[src/rtl/f9pcap_temac_rx_decap.sv]
// rtl/f9pcap_temac_rx_decap.sv - strips the 58-byte Eth/IPv4/UDP/f9pcap header from MAC rx bytes, emits metadata + payload
// Optional payload length check: define F9PCAP_RX_LEN_CHECK_EN.
module f9pcap_temac_rx_decap #(
  parameter int MCG_FILTER_DEFAULT = 1,
  parameter int PLEN_WIDTH         = 16,
  parameter int CNT_WIDTH          = 32
) (
  input  logic                  clk_in,
  input  logic                  rst_in,
  input  logic                  is_f9pcap_en,
  input  logic [31:0]           f9pcap_mcgroup_addr,
  input  logic [15:0]           f9pcap_mcgroup_port,
  input  logic                  rx_valid_in,
  input  logic [7:0]            rx_data_in,
  input  logic                  rx_last_in,
  input  logic                  rx_err_in,
  output logic                  meta_valid_out,
  output logic [63:0]           meta_tts_out,
  output logic [7:0]            meta_sfp_id_out,
  output logic [7:0]            meta_flags_out,
  output logic [PLEN_WIDTH-1:0] meta_plen_out,
  output logic [31:0]           meta_seq_out,
  output logic                  pl_valid_out,
  output logic [7:0]            pl_data_out,
  output logic                  pl_last_out,
  output logic                  pl_err_out,
  output logic [CNT_WIDTH-1:0]  frame_ok_cnt_out,
  output logic [CNT_WIDTH-1:0]  frame_drop_cnt_out,
  output logic [CNT_WIDTH-1:0]  frame_runt_cnt_out
);

  typedef enum logic [1:0] {S_IDLE, S_HDR, S_PAYLOAD, S_DROP} state_t;

  localparam bit                  FILTER_EN = (MCG_FILTER_DEFAULT != 0);
  localparam logic [CNT_WIDTH-1:0]  CNT_ONE = 1;
  localparam logic [PLEN_WIDTH-1:0] PL_ONE  = 1;
  localparam logic [5:0]          HDR_LAST  = 6'd57;

  state_t                r_state;
  logic [5:0]            r_hdr_cnt;
  logic                  r_drop;
  logic [63:0]           r_tts;
  logic [7:0]            r_sfp_id;
  logic [7:0]            r_flags;
  logic [15:0]           r_plen;
  logic [23:0]           r_seq;
  logic [PLEN_WIDTH-1:0] r_pl_cnt;

  logic                  w_mismatch;
  logic [PLEN_WIDTH-1:0] w_pl_cnt_nx;
  logic                  w_len_bad;
  logic                  w_pl_err;

  always_comb begin
    w_mismatch = 1'b0;
    case (r_hdr_cnt)
      6'd12:   w_mismatch = (rx_data_in != 8'h08);
      6'd13:   w_mismatch = (rx_data_in != 8'h00);
      6'd14:   w_mismatch = (rx_data_in != 8'h45);
      6'd23:   w_mismatch = (rx_data_in != 8'h11);
      6'd30:   w_mismatch = FILTER_EN && (rx_data_in != f9pcap_mcgroup_addr[31:24]);
      6'd31:   w_mismatch = FILTER_EN && (rx_data_in != f9pcap_mcgroup_addr[23:16]);
      6'd32:   w_mismatch = FILTER_EN && (rx_data_in != f9pcap_mcgroup_addr[15:8]);
      6'd33:   w_mismatch = FILTER_EN && (rx_data_in != f9pcap_mcgroup_addr[7:0]);
      6'd36:   w_mismatch = FILTER_EN && (rx_data_in != f9pcap_mcgroup_port[15:8]);
      6'd37:   w_mismatch = FILTER_EN && (rx_data_in != f9pcap_mcgroup_port[7:0]);
      default: w_mismatch = 1'b0;
    endcase
  end

  // Count including the current byte, saturating so a huge frame never wraps back to a "matching" length
  assign w_pl_cnt_nx = (r_pl_cnt == {PLEN_WIDTH{1'b1}}) ? r_pl_cnt : r_pl_cnt + PL_ONE;

`ifdef F9PCAP_RX_LEN_CHECK_EN
  assign w_len_bad = (w_pl_cnt_nx != meta_plen_out);
`else
  assign w_len_bad = 1'b0;
`endif

  assign w_pl_err = rx_err_in | w_len_bad;

  always_ff @(posedge clk_in or posedge rst_in) begin
    if (rst_in) begin
      r_state            <= S_IDLE;
      r_hdr_cnt          <= '0;
      r_drop             <= 1'b0;
      r_tts              <= '0;
      r_sfp_id           <= '0;
      r_flags            <= '0;
      r_plen             <= '0;
      r_seq              <= '0;
      r_pl_cnt           <= '0;
      meta_valid_out     <= 1'b0;
      meta_tts_out       <= '0;
      meta_sfp_id_out    <= '0;
      meta_flags_out     <= '0;
      meta_plen_out      <= '0;
      meta_seq_out       <= '0;
      pl_valid_out       <= 1'b0;
      pl_data_out        <= '0;
      pl_last_out        <= 1'b0;
      pl_err_out         <= 1'b0;
      frame_ok_cnt_out   <= '0;
      frame_drop_cnt_out <= '0;
      frame_runt_cnt_out <= '0;
    end else begin
      meta_valid_out <= 1'b0;
      pl_valid_out   <= 1'b0;
      pl_last_out    <= 1'b0;
      pl_err_out     <= 1'b0;
      if (rx_valid_in) begin
        case (r_state)
          S_IDLE: begin
            if (rx_last_in) begin
              frame_runt_cnt_out <= frame_runt_cnt_out + CNT_ONE;
            end else begin
              r_state   <= S_HDR;
              r_hdr_cnt <= 6'd1;
              r_drop    <= 1'b0;
            end
          end
          S_HDR: begin
            r_hdr_cnt <= r_hdr_cnt + 6'd1;
            case (r_hdr_cnt)
              6'd42, 6'd43, 6'd44, 6'd45,
              6'd46, 6'd47, 6'd48, 6'd49: r_tts <= {r_tts[55:0], rx_data_in};
              6'd50:                      r_sfp_id <= rx_data_in;
              6'd51:                      r_flags <= rx_data_in;
              6'd52, 6'd53:               r_plen <= {r_plen[7:0], rx_data_in};
              6'd54, 6'd55, 6'd56:        r_seq <= {r_seq[15:0], rx_data_in};
              default: ;
            endcase
            if (rx_last_in) begin
              frame_runt_cnt_out <= frame_runt_cnt_out + CNT_ONE;
              r_state            <= S_IDLE;
            end else if (r_hdr_cnt == HDR_LAST) begin
              if (!r_drop && !w_mismatch && is_f9pcap_en) begin
                meta_valid_out  <= 1'b1;
                meta_tts_out    <= r_tts;
                meta_sfp_id_out <= r_sfp_id;
                meta_flags_out  <= r_flags;
                meta_plen_out   <= PLEN_WIDTH'(r_plen);
                meta_seq_out    <= {r_seq, rx_data_in};
                r_pl_cnt        <= '0;
                r_state         <= S_PAYLOAD;
              end else begin
                r_state <= S_DROP;
              end
            end else if (w_mismatch) begin
              r_drop <= 1'b1;
            end
          end
          S_PAYLOAD: begin
            pl_valid_out <= 1'b1;
            pl_data_out  <= rx_data_in;
            pl_last_out  <= rx_last_in;
            pl_err_out   <= rx_last_in & w_pl_err;
            r_pl_cnt     <= w_pl_cnt_nx;
            if (rx_last_in) begin
              r_state <= S_IDLE;
              if (w_len_bad) frame_drop_cnt_out <= frame_drop_cnt_out + CNT_ONE;
              else           frame_ok_cnt_out   <= frame_ok_cnt_out + CNT_ONE;
            end
          end
          S_DROP: begin
            if (rx_last_in) begin
              r_state            <= S_IDLE;
              frame_drop_cnt_out <= frame_drop_cnt_out + CNT_ONE;
            end
          end
          default: r_state <= S_IDLE;
        endcase
      end
    end
  end

endmodule

[config.mk]
export PLATFORM = sky130hd
export DESIGN_NAME = f9pcap_temac_rx_decap
export DESIGN_NICKNAME = d
export VERILOG_FILES = /design/src/rtl/f9pcap_temac_rx_decap.sv
export SDC_FILE = /design/constraint.sdc
export NUM_CORES = 1
export LEC_CHECK = 0
export ABC_CLOCK_PERIOD_IN_PS = 13400
export BUFFER_PORTS_ARGS = -buffer_cell sky130_fd_sc_hd__buf_2
export CAP_MARGIN = 10
export CORE_ASPECT_RATIO = 0.5
export CORE_UTILIZATION = 45
export CTS_BUF_LIST = sky130_fd_sc_hd__clkbuf_16
export DETAILED_ROUTE_END_ITERATION = 12
export GPL_TIMING_DRIVEN = 0
export PLACE_DENSITY_LB_ADDON = 0.2
export SYNTH_ARGS = -nofsm -noshare
export SYNTH_HDL_FRONTEND = slang
export SYNTH_SLANG_ARGS = --single-unit
[constraint.sdc]
create_clock -name clk_in -period 13.4 [get_ports clk_in]
set_input_delay 0 -clock clk_in [delete_from_list [all_inputs] [get_ports clk_in]]
set_output_delay 0 -clock clk_in [all_outputs]
set_load 0.05 [all_outputs]
# [Yosys cells after proc, flatten, opt, wreduce, memory -nomap -nowiden]
# Cells that the tools add are included.
[op_classes] addsub=4 n_eq_ne=44 mux=25 bitwise=2 reduce_logical=25
[ops] op="== test 6 bit, second input constant" count=20
[ops] op="adder 32 x 1 -> 32 bit, second input constant" count=3
[ops] op="inequality test 8 bit" count=6
[ops] op="AND reduction 3 bit" count=9
[ops] op="== test 6 x 4 -> 1 bit, second input constant" count=3
[ops] op="== test 6 x 5 -> 1 bit, second input constant" count=3
[ops] op="two-way mux 1 bit" count=16
[ops] op="one-hot mux 6 bit (2 select lines)" count=1
[ops] op="one-hot mux 1 bit (10 select lines)" count=1
[ops] op="two-way mux 2 bit" count=4
[ops] op="inequality test 2 bit, second input constant" count=4
[ops] op="inequality test 8 x 4 -> 1 bit, second input constant" count=1
[ops] op="inequality test 8 x 5 -> 1 bit, second input constant" count=1
[ops] op="inequality test 8 x 7 -> 1 bit, second input constant" count=1
[ops] op="nonzero test 8 bit" count=1
[ops] op="OR reduction 8 bit" count=1
[ops] op="adder 6 x 1 -> 6 bit, second input constant" count=1
[ops] op="two-way mux 6 bit" count=1
[ops] op="one-hot mux 2 bit (3 select lines)" count=1
[ops] op="AND reduction 6 bit" count=1
[ops] op="OR reduction 2 bit" count=3
[ops] op="AND reduction 5 bit" count=1
[ops] op="== test 2 bit, second input constant" count=2
[ops] op="AND reduction 4 bit" count=1
[ops] op="other kinds (12)" count=14
[word_totals] ff_bits=365 input_bits=62 output_inout_bits=236 wordCells=121

# [Longest topological paths before layout]
[depth] word_depth=10 mapped_depth=11

# [Least setup slack after synthesis]
# No wires, ideal clock.
[synth_path] path_kind="flip-flop to flip-flop" from="register r_hdr_cnt[1]" to="register meta_seq_out[1]" arrival_time_ns=2.131 required_time_ns=13.272 path_slack_ns=11.141 path_stages_with_launch=12 path_buffers=3 synth_period_minus_slack_ns=2.259 path_cell_list="dfrtp_1 inv_1 ha_1 buf_2 nand4_1 or2_1 nor2_1 nand3b_1 nor3_2 buf_4 buf_6 mux2_1"
[synth_via] elab_chain_len=6 word_cells_on_any_way=16 cone_classes="eq/ne (11); mux (1); reduce/logical (4)"
[synth_rtl] item="start: declaration" line="40" source="logic [5:0] r_hdr_cnt;"
[synth_rtl] item="start signal: assignment" line="123" source="r_hdr_cnt <= r_hdr_cnt + 6'd1;"
[synth_rtl] item="== test 6 bit, or another cell as far along" line="56" source="case (r_hdr_cnt)"
[synth_rtl] item="one-hot mux 1 bit (10 select lines)" line="56"
[synth_rtl] item="logical NOT 1 bit" line="137" source="if (!r_drop && !w_mismatch && is_f9pcap_en) begin"
[synth_rtl] item="logical AND 1 bit (2 in series)" line="137"
[synth_rtl] item="AND reduction 5 bit (no source line) (*)"
[synth_rtl] item="end signal: assignment" line="143" source="meta_seq_out <= {r_seq, rx_data_in};"
[synth_rtl] item="end: declaration" line="22" source="output logic [31:0] meta_seq_out,"
# Every way passes the cells marked *; elsewhere a longest branch is shown, timed or not.
# A chain may end at the register's enable or synchronous reset.

# [Worst setup path in the final report]
[layout_path] from="register r_hdr_cnt[1]" to="register meta_seq_out[31]"
# Same word-level chain as after synthesis.

==> results.json <==
{
  "status": "complete, but fails checks",
  "failed_checks": "design-rule violations",
  "setup.worst_path.end_class": "flop",
  "worst_pin_slew_ns": 0.986,
  "final.setup_skew_ns": 0.0245,
  "antenna_cells": 0,
  "fmax_ghz": 0.370,
  "floorplan.die_area_um2": 34400,
  "yosys_register_bits": 365,
  "cts.sinks": 365,
  "finalSetupTns_ns": 0,
  "synth_fp_nets": 1149,
  "wire_per_inst_um": 18.9,
  "synth-edff-count": 0,
  "post_synth_instance_area_um2": 15100,
  "place.detailed.hpwl_mm": 24.9,
  "clock_tree.buffer_depth": 3,
  "reg2reg_to": "meta_seq_out[31]$_DFFE_PP0P_",
  "rr_worst_depth": 11,
  "synth.area.top_cells": "sky130_fd_sc_hd__dfrtp_1 (60%), sky130_fd_sc_hd__mux2_2 (10%), sky130_fd_sc_hd__mux2_1 (9.2%)",
  "chipWidth_um": 261,
  "finalNetCount": 1483,
  "ys_dominant_reg_cell": "sky130_fd_sc_hd__dfrtp_1",
  "syn_inst": 1080,
  "port_buffers": 287,
  "core.rowCount": 47,
  "critical_path.endpoint": "meta_seq_out[31]$_DFFE_PP0P_",
  "maximum_number_of_pins_on_one_net_before_global_route_repair": 137,
  "first_global_vias": 9979,
  "yosysUniqueCellTypes": 60,
  "report.final.slew_viol_count": 0,
  "yosys_warn_count": 0,
  "cts.reportedPaths.clkPinSlew_ns": 0.07,
  "cellPowerDensity_nw_per_um2": 128,
  "power_uw": 2350,
  "grt_setup_unrepaired": "no",
  "placed_cell_area_um2": 17200,
  "vias_per_cell": 5.21,
  "ant_nets_after_route": 0,
  "critPathRequiredTime_ns": 13.79,
  "layout_worst_path_cycle_share": 0.202,
  "timing.slew.headroom": 0.340,
  "reg2reg_setup_slack_ns": 10.70,
  "ir_drop_v": 0.000103,
  "layout_commonest_cell": "sky130_fd_sc_hd__dfrtp_1",
  "layout-drive-gt1-share": 0.363,
  "fp.coreArea_um2": 33000,
  "grt_overflow_total": 0,
  "area.growth.synth_to_final_pct": 21.4,
  "worst_hold_path_type": "input port to flop",
  "setup_viol": 0,
  "cap_violations": 0,
  "period_minus_slack_ns": 2.70,
  "synthDominantAreaCellType": "sky130_fd_sc_hd__dfrtp_1",
  "critical_path_peak_fanout": 10,
  "timing.critical_path.slowest_stage_cell": "sky130_fd_sc_hd__dfrtp_1",
  "totalWireLength_mm": 35.5,
  "grt_use_total": 0.210,
  "remaining_drc_errors": 10,
  "path_class": "flop to flop",
  "cts-buffers-inserted": 35,
  "initial_utilization": 0.457,
  "mostFrequentLayoutCells": "sky130_fd_sc_hd__dfrtp_1 (365), sky130_fd_sc_hd__buf_2 (307), sky130_fd_sc_hd__mux2_2 (137)",
  "reg2reg_from": "r_hdr_cnt[1]$_DFFE_PP0P_",
  "die_h_um": 132,
  "drt_pass_1_iters": 8,
  "cts_tree": "built",
  "clock-root-buffer": "sky130_fd_sc_hd__clkbuf_16",
  "finalWeightedCongestion": 0.901,
  "synth.avg_cell_area_um2": 14.0,
  "p_leak_uw": 0.0100,
  "initial_antenna_violation_count": 0,
  "worstPathCellList": "inv_1, ha_1, buf_2, nand4_1, or2_1, nor2_1, nand3b_1, nor3_2, buf_4, buf_6, mux2_1",
  "sequential_share_of_the_synthesized_area": 0.604,
  "synth_async_sr_flop_share": 1.00,
  "fin_hold_ws_ns": 0.0742,
  "timing.final.hold_violations": 0,
  "htree_levels": 2,
  "startpoint": "r_hdr_cnt[1]$_DFFE_PP0P_",
  "post-cts-setup-buffer-count": 0,
  "worstSetupStartpointType": "flop",
  "timing.critical_path.arrival_ns": 3.09,
  "grt_first_pass_wirelength_mm": 56.8,
  "insertion_delay_ns": 0.52,
  "finalInstanceArea_um2": 18400,
  "critPathMaxStageDelay_ns": 0.44,
  "vias": 9785,
  "pin_count": 298,
  "proportion_of_netlist_area_held_by_the_largest_area_contributor": 0.604,
  "detail_route.iter0.violations": 569
}
-- worst min-delay path by stage --
stage,startpoint,end,slack (ns),depth (start not counted)
floorplan,rx_err_in,pl_err_out$_DFF_PP0_,0.13,1
global placement,rx_err_in,pl_err_out$_DFF_PP0_,0.21,2
detailed placement,rx_err_in,pl_err_out$_DFF_PP0_,0.22,2
CTS,f9pcap_mcgroup_addr[6],r_drop$_DFFE_PP0P_,0.05,6
global route,f9pcap_mcgroup_addr[6],r_drop$_DFFE_PP0P_,0.11,6
finish,f9pcap_mcgroup_addr[6],r_drop$_DFFE_PP0P_,0.07,6
-- cell type report --
class / count / area (um2)
Multi-Input combinational cell: 649 / 5590
Clock buffer: 35 / 876
Timing Repair Buffer: 297 / 1570
Buffer: 49 / 329
Sequential cell: 365 / 9130
Fill cell: 2795 / 14700
Inverter: 17 / 71.3
Tap cell: 441 / 552
Clock inverter: 25 / 235
-- worst max-delay path, delay by kind of cell (launching register included) --
family	cells	cell delay (ns)
buf+inv	4	0.86
simple gates	5	0.78
flops	1	0.44
mux	1	0.35
fa+ha+maj	1	0.14
-- synthesized netlist by cell type (5+ instances only) --
| master | instances |
|---|---|
| sky130_fd_sc_hd__ha_1 | 7 |
| sky130_fd_sc_hd__a21oi_1 | 5 |
| sky130_fd_sc_hd__clkbuf_1 | 6 |
| sky130_fd_sc_hd__a22oi_1 | 5 |
| sky130_fd_sc_hd__buf_2 | 20 |
| sky130_fd_sc_hd__nand2_1 | 48 |
| sky130_fd_sc_hd__and2_1 | 5 |
| sky130_fd_sc_hd__o21ai_0 | 10 |
| sky130_fd_sc_hd__and3_1 | 13 |
| sky130_fd_sc_hd__nand4_1 | 25 |
| sky130_fd_sc_hd__xnor2_1 | 78 |
| sky130_fd_sc_hd__nand3_1 | 36 |
| sky130_fd_sc_hd__and4_1 | 12 |
| sky130_fd_sc_hd__mux2i_1 | 14 |
| sky130_fd_sc_hd__xor2_1 | 21 |
| sky130_fd_sc_hd__dfrtp_1 | 365 |
| sky130_fd_sc_hd__nor3_1 | 6 |
| sky130_fd_sc_hd__buf_4 | 6 |
| sky130_fd_sc_hd__nor2_1 | 39 |
| sky130_fd_sc_hd__inv_1 | 17 |
| sky130_fd_sc_hd__nor2b_1 | 6 |
| sky130_fd_sc_hd__mux2_2 | 137 |
| sky130_fd_sc_hd__buf_6 | 13 |
| sky130_fd_sc_hd__mux2_1 | 124 |
-- power by group --
part           internal [uW]  total (uW)  switching, uW
Combinational           77.9         232            154
Sequential              1120        1140           18.3
Clock                    556         983            427
Total                   1750        2350            599
-- state kept, by name (all words and copies together) (netlist names), 16 cells and up --
name,flops
r_plen,16
r_tts,64
frame_drop_cnt_out,32
frame_ok_cnt_out,32
r_seq,24
meta_tts_out,64
meta_seq_out,32
meta_plen_out,16
frame_runt_cnt_out,32
-- through the flow --
| step | utilization | instances | worst slack [ns] |
|---|---|---|---|
| 6_report | 0.556 | 1878 | 10.70 |
| 5_1_grt | 0.556 | 1878 | 10.43 |
| 3_5_place_dp | 0.519 | 1810 | 10.71 |
| 2_1_floorplan | - | 1080 | 3.27 |
| 3_3_place_gp | 0.518 | 1808 | -0.281 |
| 4_1_cts | 0.556 | 1878 | 10.65 |
-- routing by layer --
| layer | wire length [um] | share of wire | global-route usage | vias up |
|---|---|---|---|---|
| met5 | 0 | 0 | 0 | - |
| met4 | 881 | 0.025 | 0.0588 | 0 |
| met3 | 1790 | 0.050 | 0.0440 | 72 |
| met2 | 17000 | 0.48 | 0.341 | 214 |
| met1 | 15800 | 0.44 | 0.285 | 5026 |
| li1 | - | - | - | 4473 |
-- cell families (layout without fill, tap and decap cells) --
family / count (synthesis) / in the layout / synth area share
adder cells (fa/ha/maj): 7 / 7 / 0.00579
AO/OA/AOI/OAI: 54 / 54 / 0.0257
flip-flops: 365 / 365 / 0.604
multiplexers: 276 / 276 / 0.205
AND/OR/NAND/NOR: 213 / 213 / 0.0764
buffers and inverters: 66 / 423 / 0.0260
XOR/XNOR: 99 / 99 / 0.0574
-- repair_timing --
action                                 in CTS  in global routing
endpoints found under the hold margin     129                  0
hold buffers                                8                  0
resized for setup                           0                  0
Note: power is estimated with default switching activity, not from simulation.
